`config.mk`:
```
export PLATFORM = sky130hd
export DESIGN_NAME = icu_sequencer
export DESIGN_NICKNAME = d
export VERILOG_FILES = /design/src/rtl/icu_sequencer.sv
export SDC_FILE = /design/constraint.sdc
export NUM_CORES = 1
export LEC_CHECK = 0
export ABC_CLOCK_PERIOD_IN_PS = 3600
export BUFFER_PORTS_ARGS = -buffer_cell sky130_fd_sc_hd__buf_2
export CORE_MARGIN = 5
export CORE_UTILIZATION = 50
export CTS_CLUSTER_SIZE = 25
export DETAILED_ROUTE_END_ITERATION = 10
export PLACE_DENSITY = 0.71
export SETUP_SLACK_MARGIN = 0.3
export SYNTH_ARGS = -nofsm -noshare
export SYNTH_HDL_FRONTEND = slang
export SYNTH_SLANG_ARGS = --single-unit
```
`constraint.sdc`:
```
create_clock -name clk -period 3.6 [get_ports clk]
set_clock_uncertainty 0.05 [all_clocks]
set_input_delay 0.72 -clock clk [delete_from_list [all_inputs] [get_ports clk]]
set_output_delay 0.72 -clock clk [all_outputs]
set_load 0.005 [all_outputs]
```
`src/rtl/icu_sequencer.sv`:
```
// Program sequencer feeding the MC14500B ICU: PC, fetch, return stack.
// Optional halt-on-NOPF support is built when ICU_SEQ_HALT_EN is defined.
module icu_sequencer #(
  parameter int PC_W      = 8,
  parameter int ADDR_W    = 8,
  parameter int STK_DEPTH = 4
) (
  input  logic                           clk,
  input  logic                           rst,
  input  logic                           en,
  output logic [PC_W-1:0]                prog_addr,
  input  logic [ADDR_W+3:0]              prog_data,
  output logic [3:0]                     i,
  output logic [ADDR_W-1:0]              io_addr,
  input  logic                           jmp,
  input  logic                           rtn,
  input  logic                           flag_f,
  output logic [$clog2(STK_DEPTH+1)-1:0] sp,
  output logic                           stk_ovf,
  output logic                           stk_unf,
  output logic                           halted
);

  localparam int SP_W  = $clog2(STK_DEPTH + 1);
  localparam int IDX_W =
    (STK_DEPTH > 1) ? $clog2(STK_DEPTH) : 1;
  localparam logic [SP_W-1:0] FULL =
    SP_W'(STK_DEPTH);

  logic [PC_W-1:0]   pc;
  logic [PC_W-1:0]   pc_nx;
  logic [PC_W-1:0]   pc_inc;
  logic [PC_W-1:0]   tgt;
  logic [ADDR_W-1:0] op_d1;
  logic [ADDR_W-1:0] operand;
  logic [3:0]        opcode;
  logic [PC_W-1:0]   stk [2**IDX_W];
  logic [SP_W-1:0]   sp_nx;
  logic [IDX_W-1:0]  push_idx;
  logic [IDX_W-1:0]  pop_idx;
  logic              push;
  logic              ovf_set;
  logic              unf_set;
  logic              step;

  assign opcode   = prog_data[ADDR_W+3:ADDR_W];
  assign operand  = prog_data[ADDR_W-1:0];
  assign pc_inc   = pc + 1'b1;
  assign push_idx = IDX_W'(sp);
  assign pop_idx  = IDX_W'(sp - 1'b1);

  generate
    if (ADDR_W >= PC_W) begin : g_tgt_trunc
      assign tgt = op_d1[PC_W-1:0];
    end else begin : g_tgt_zext
      assign tgt = {{(PC_W-ADDR_W){1'b0}}, op_d1};
    end
  endgenerate

`ifdef ICU_SEQ_HALT_EN
  always_ff @(posedge clk or negedge rst) begin
    if (!rst) begin
      halted <= 1'b0;
    end else if (step && flag_f) begin
      halted <= 1'b1;
    end
  end
`else
  logic unused_flag_f;
  assign unused_flag_f = flag_f;
  assign halted        = 1'b0;
`endif

  assign step = en & ~halted;

  // jmp/rtn refer to the word before the delay slot
  always_comb begin
    pc_nx   = pc_inc;
    sp_nx   = sp;
    push    = 1'b0;
    ovf_set = 1'b0;
    unf_set = 1'b0;
    unique case (1'b1)
      jmp & ~rtn: begin
        pc_nx = tgt;
        if (sp == FULL) begin
          ovf_set = 1'b1;
        end else begin
          push  = 1'b1;
          sp_nx = sp + 1'b1;
        end
      end
      rtn & ~jmp: begin
        if (sp == '0) begin
          unf_set = 1'b1;
        end else begin
          pc_nx = stk[pop_idx];
          sp_nx = sp - 1'b1;
        end
      end
      jmp & rtn: pc_nx = tgt;
      default: ;
    endcase
  end

  always_ff @(posedge clk or negedge rst) begin
    if (!rst) begin
      pc      <= '0;
      op_d1   <= '0;
      sp      <= '0;
      stk_ovf <= 1'b0;
      stk_unf <= 1'b0;
      for (int k = 0; k < 2**IDX_W; k++) begin
        stk[k] <= '0;
      end
    end else if (step) begin
      pc    <= pc_nx;
      op_d1 <= operand;
      sp    <= sp_nx;
      if (push)    stk[push_idx] <= pc_inc;
      if (ovf_set) stk_ovf <= 1'b1;
      if (unf_set) stk_unf <= 1'b1;
    end
  end

  assign prog_addr = pc;
  assign i         = (rst && step) ? opcode : 4'h0;
  assign io_addr   = rst ? operand : '0;

endmodule
```
==> results.rst <==
.. list-table::
   :header-rows: 1

   * - Metric
     - Value
   * - Result of the run
     - finished, final reports clean
   * - Final sum of negative setup slack
     - 0 ns
   * - Worst path slowest cell
     - dfrtp_1
   * - CP bufs+invs
     - 1
   * - Crit Path Class
     - reg -> reg
   * - Final wirelength
     - ~5300 um
   * - Total number of placement rows
     - 26
   * - Worst-Margin Slew
     - 0.660 ns
   * - Ratio of cells with drive above 1 in the final layout
     - about 25%
   * - GR Overflow Total
     - 0
   * - EDFF count, synth
     - 0
   * - Count of buffers inserted at the top-level ports
     - 41
   * - Finished Core Util
     - approximately 60%
   * - Synthesized area per cell
     - 11.1 sq um
   * - Wirelength per Cell
     - approximately 15 um
   * - Maximum number of pins on one net before global-route repair
     - 37
   * - Net load switching power
     - roughly 0.00071 W
   * - Count of inserted antenna diode cells
     - 0
   * - Clock latency on the worst-skew pair
     - ~0.3 ns
   * - Cell area after layout
     - 3020 sq um
   * - Maximum level of the CTS H-tree
     - 2
   * - Most common library cells after synthesis
     - dfrtp_1 (53), nand2_1 (41), o21ai_0 (31), mux2_2 (14), ha_1 (9)
   * - Max stage delay on crit path
     - 0.71 ns
   * - Leak Pwr
     - 1.46 nW
   * - Area contributors post-synth
     - dfrtp_1 (50%), mux4_1 (6.9%), mux2_2 (5.9%)
   * - RSZ-0062 raised after global routing
     - no
   * - Final weighted congestion in routability-driven placement
     - 0.786
   * - Chip width
     - 82.9 um
   * - Cts hold-fix bufs
     - 0
   * - Commonest register cell after synthesis
     - dfrtp_1
   * - DRC violation total after the first TritonRoute iteration
     - 43
   * - Clock buffer depth
     - 2
   * - R2R Setup Slk
     - 1.12 ns
   * - Drt first pass iters
     - 6
   * - Vias in the first global route
     - about 1900
   * - Post-synthesis cell type with the largest combined area
     - dfrtp_1
   * - Gr usage total
     - between 10% and 20%
   * - Global-route wire length before repair
     - 9190 um
   * - Post-Syn Nets
     - around 270
   * - Maximum clock frequency
     - between 0.4 and 0.5 GHz
   * - Root buffer cell
     - clkbuf_8
   * - Cell variety after synth
     - 34
   * - Worst Setup End Kind
     - register
   * - Power Density
     - approximately 700 nW/um^2
   * - Worst supply voltage drop on vdd
     - approximately 280 uV
   * - Share of power burned in combinational logic
     - between 30% and 40%
   * - Part of the power in registers
     - a little under half
   * - Antenna violations before repair
     - 0
   * - IO Count
     - between 40 and 50
   * - Data arrival time of the critical path
     - between 2 and 3 ns
   * - Post-synth top area share
     - between 40 and 50%
   * - Count of clock tree sinks
     - 53
   * - Count of non-filler cells in the finished layout
     - 349
   * - Sequential area share after synthesis
     - around 50%
   * - CTS tree
     - done
   * - Setup violation total in the final timing report
     - 0
   * - Core box area
     - approximately 5100 sq um
   * - Post-synthesis sequential element count
     - 53
   * - Instance count of the mapped netlist
     - 240
   * - Num CTS Buffers
     - 5
   * - Warnings, synthesis
     - 0
   * - Total count of max-transition violations in the final report
     - 0
   * - Required time worst endpoint
     - 3.74 ns
   * - Total cell area at the placement stage
     - between 2000 and 3000 sq um
   * - Clock slew at reported path FFs
     - approximately 0.09 ns
   * - R2R depth
     - 5
   * - Detail Route Antenna Nets
     - 0
   * - Synth async-reset ratio
     - 100%
   * - Starting Density
     - roughly half
   * - Remaining design rule violation count
     - 0
   * - Die ar.
     - a little under 7000 sq um
   * - Cell area after synthesis
     - ~2700 sq um
   * - Relative max-transition margin
     - 56.0%
   * - Final Cycle Share
     - 68.9%
   * - Cell chain of the critical path
     - inv_1 > ha_1 > nand2_1 > nand4_1 > mux2_2
   * - Most frequently used cell type in the post-synthesis netlist
     - dfrtp_1
   * - Layout-stage area growth over the synthesis result
     - 13.8%
   * - CP startpoint kind
     - register
   * - Vias per std cell
     - ~5.3
   * - Hold violation count in the final report
     - 0
   * - Number of maximum-capacitance violations
     - 0
   * - Number of vias after detailed routing
     - 1867
   * - Proportion of total power due to net switching
     - 33.3%
   * - Worst hold-check path type
     - in -> async
   * - RR Startpoint
     - sp[0]
   * - Category of cells accounting for the largest share of critical-path delay
     - flip-flops
   * - Fin crit period
     - 2.48 ns
   * - Placed cell count
     - approximately 340
   * - DP Wirelength
     - about 3800 um
   * - Clk pwr share
     - 19.8%
   * - Buffer count from post-CTS setup fixing
     - 0
   * - Number of gates resized after cts
     - 0
   * - Fin nets
     - between 300 and 400
   * - Internal Dissipation
     - approximately 0.0014 W
   * - Die outline height
     - between 80 and 90 um
   * - RR Endpoint
     - stk[17]
   * - Critical-path maximum fanout
     - 15
==> power groups by stage <==
| stage | combinational [W] | clock (W) | sequential, W |
|---|---|---|---|
| 2_1_floorplan | 0.000544 | 0 | 0.000946 |
| 5_1_grt | 0.000796 | 0.000462 | 0.00103 |
| 3_3_place_gp | 0.000692 | 0 | 0.000994 |
| 6_report | 0.000709 | 0.000419 | 0.000994 |
| 3_5_place_dp | 0.000714 | 0 | 0.00101 |
| 4_1_cts | 0.000717 | 0.000433 | 0.000993 |
==> worst reg2reg max path, cell delays in order, from the launching register on <==
cell and delay (ns):
dfrtp_1 0.71, inv_1 0.21, ha_1 0.31, nand2_1 0.12, nand4_1 0.50, mux2_2 0.47
==> state kept, by name, indices dropped and copies added, names as in the netlist <==
name and flops:
op_d1 8, prog_addr 8, sp 3, stk 32, stk_ovf 1, stk_unf 1
==> area by class of cell <==
cell class / count / area (sq um)
clock buffers: 6 / 82.6
clock inverters: 2 / 37.5
fillers: 463 / 2120
inverters: 5 / 18.8
multi-input cells: 170 / 1250
flip-flops and latches: 53 / 1330
well taps: 70 / 87.6
repair buffers: 43 / 220
==> cells in the final DEF, fill, tap and decap left out, drive strengths merged, types with 3 or more instances in the layout <==
master	netlist	final
xnor2	4	4
xor2	5	5
nor2	7	7
o21ai	32	32
o221ai	5	5
nand3	6	6
mux2	14	14
ha	9	9
mux4	8	8
and3	7	7
and2	8	8
inv	5	5
nand4	3	3
buf	7	43
dfrtp	53	53
clkbuf	5	6
nand2	41	41
a21boi	6	6
a21oi	3	3
==> cell families after synthesis <==
family / share of synthesized area, %
XOR/XNOR: 2.97
other: 0.141
flip-flops: 50.0
adder cells (fa/ha/maj): 4.24
AND/OR/NAND/NOR: 14.1
buffers and inverters: 3.02
multiplexers: 13.7
AO/OA/AOI/OAI: 11.9
==> per-stage QoR <==
stage | setup slack (ns) | hold WS, ns | total power [W]
after CTS | 1.10 | 0.404 | 0.00214
final | 1.12 | 0.388 | 0.00212
after global routing | 0.915 | 0.423 | 0.00229
after detailed placement | 1.11 | 0.401 | 0.00172
after floorplan | 1.33 | 0.374 | 0.00149
after global placement | 1.16 | 0.397 | 0.00169
==> per-layer routing <==
layer / wire, um / GRT usage, %
met5: 0 / 0
met4: 61 / 4.75
met3: 350 / 5.84
met2: 2450 / 26.6
met1: 2450 / 20.6
==> worst max path at each step <==
stage / from / end / slack (ns) / cells past startpoint
after CTS: sp[0] / stk[17] / 1.10 / 5
after floorplan: en / i[0] / 1.33 / 4
after global placement: sp[0] / stk[9] / 1.16 / 5
after global routing: sp[0] / stk[17] / 0.92 / 5
final: sp[0] / stk[17] / 1.12 / 5
after detailed placement: sp[0] / stk[17] / 1.11 / 5
Power figures use the tool's default switching activity.
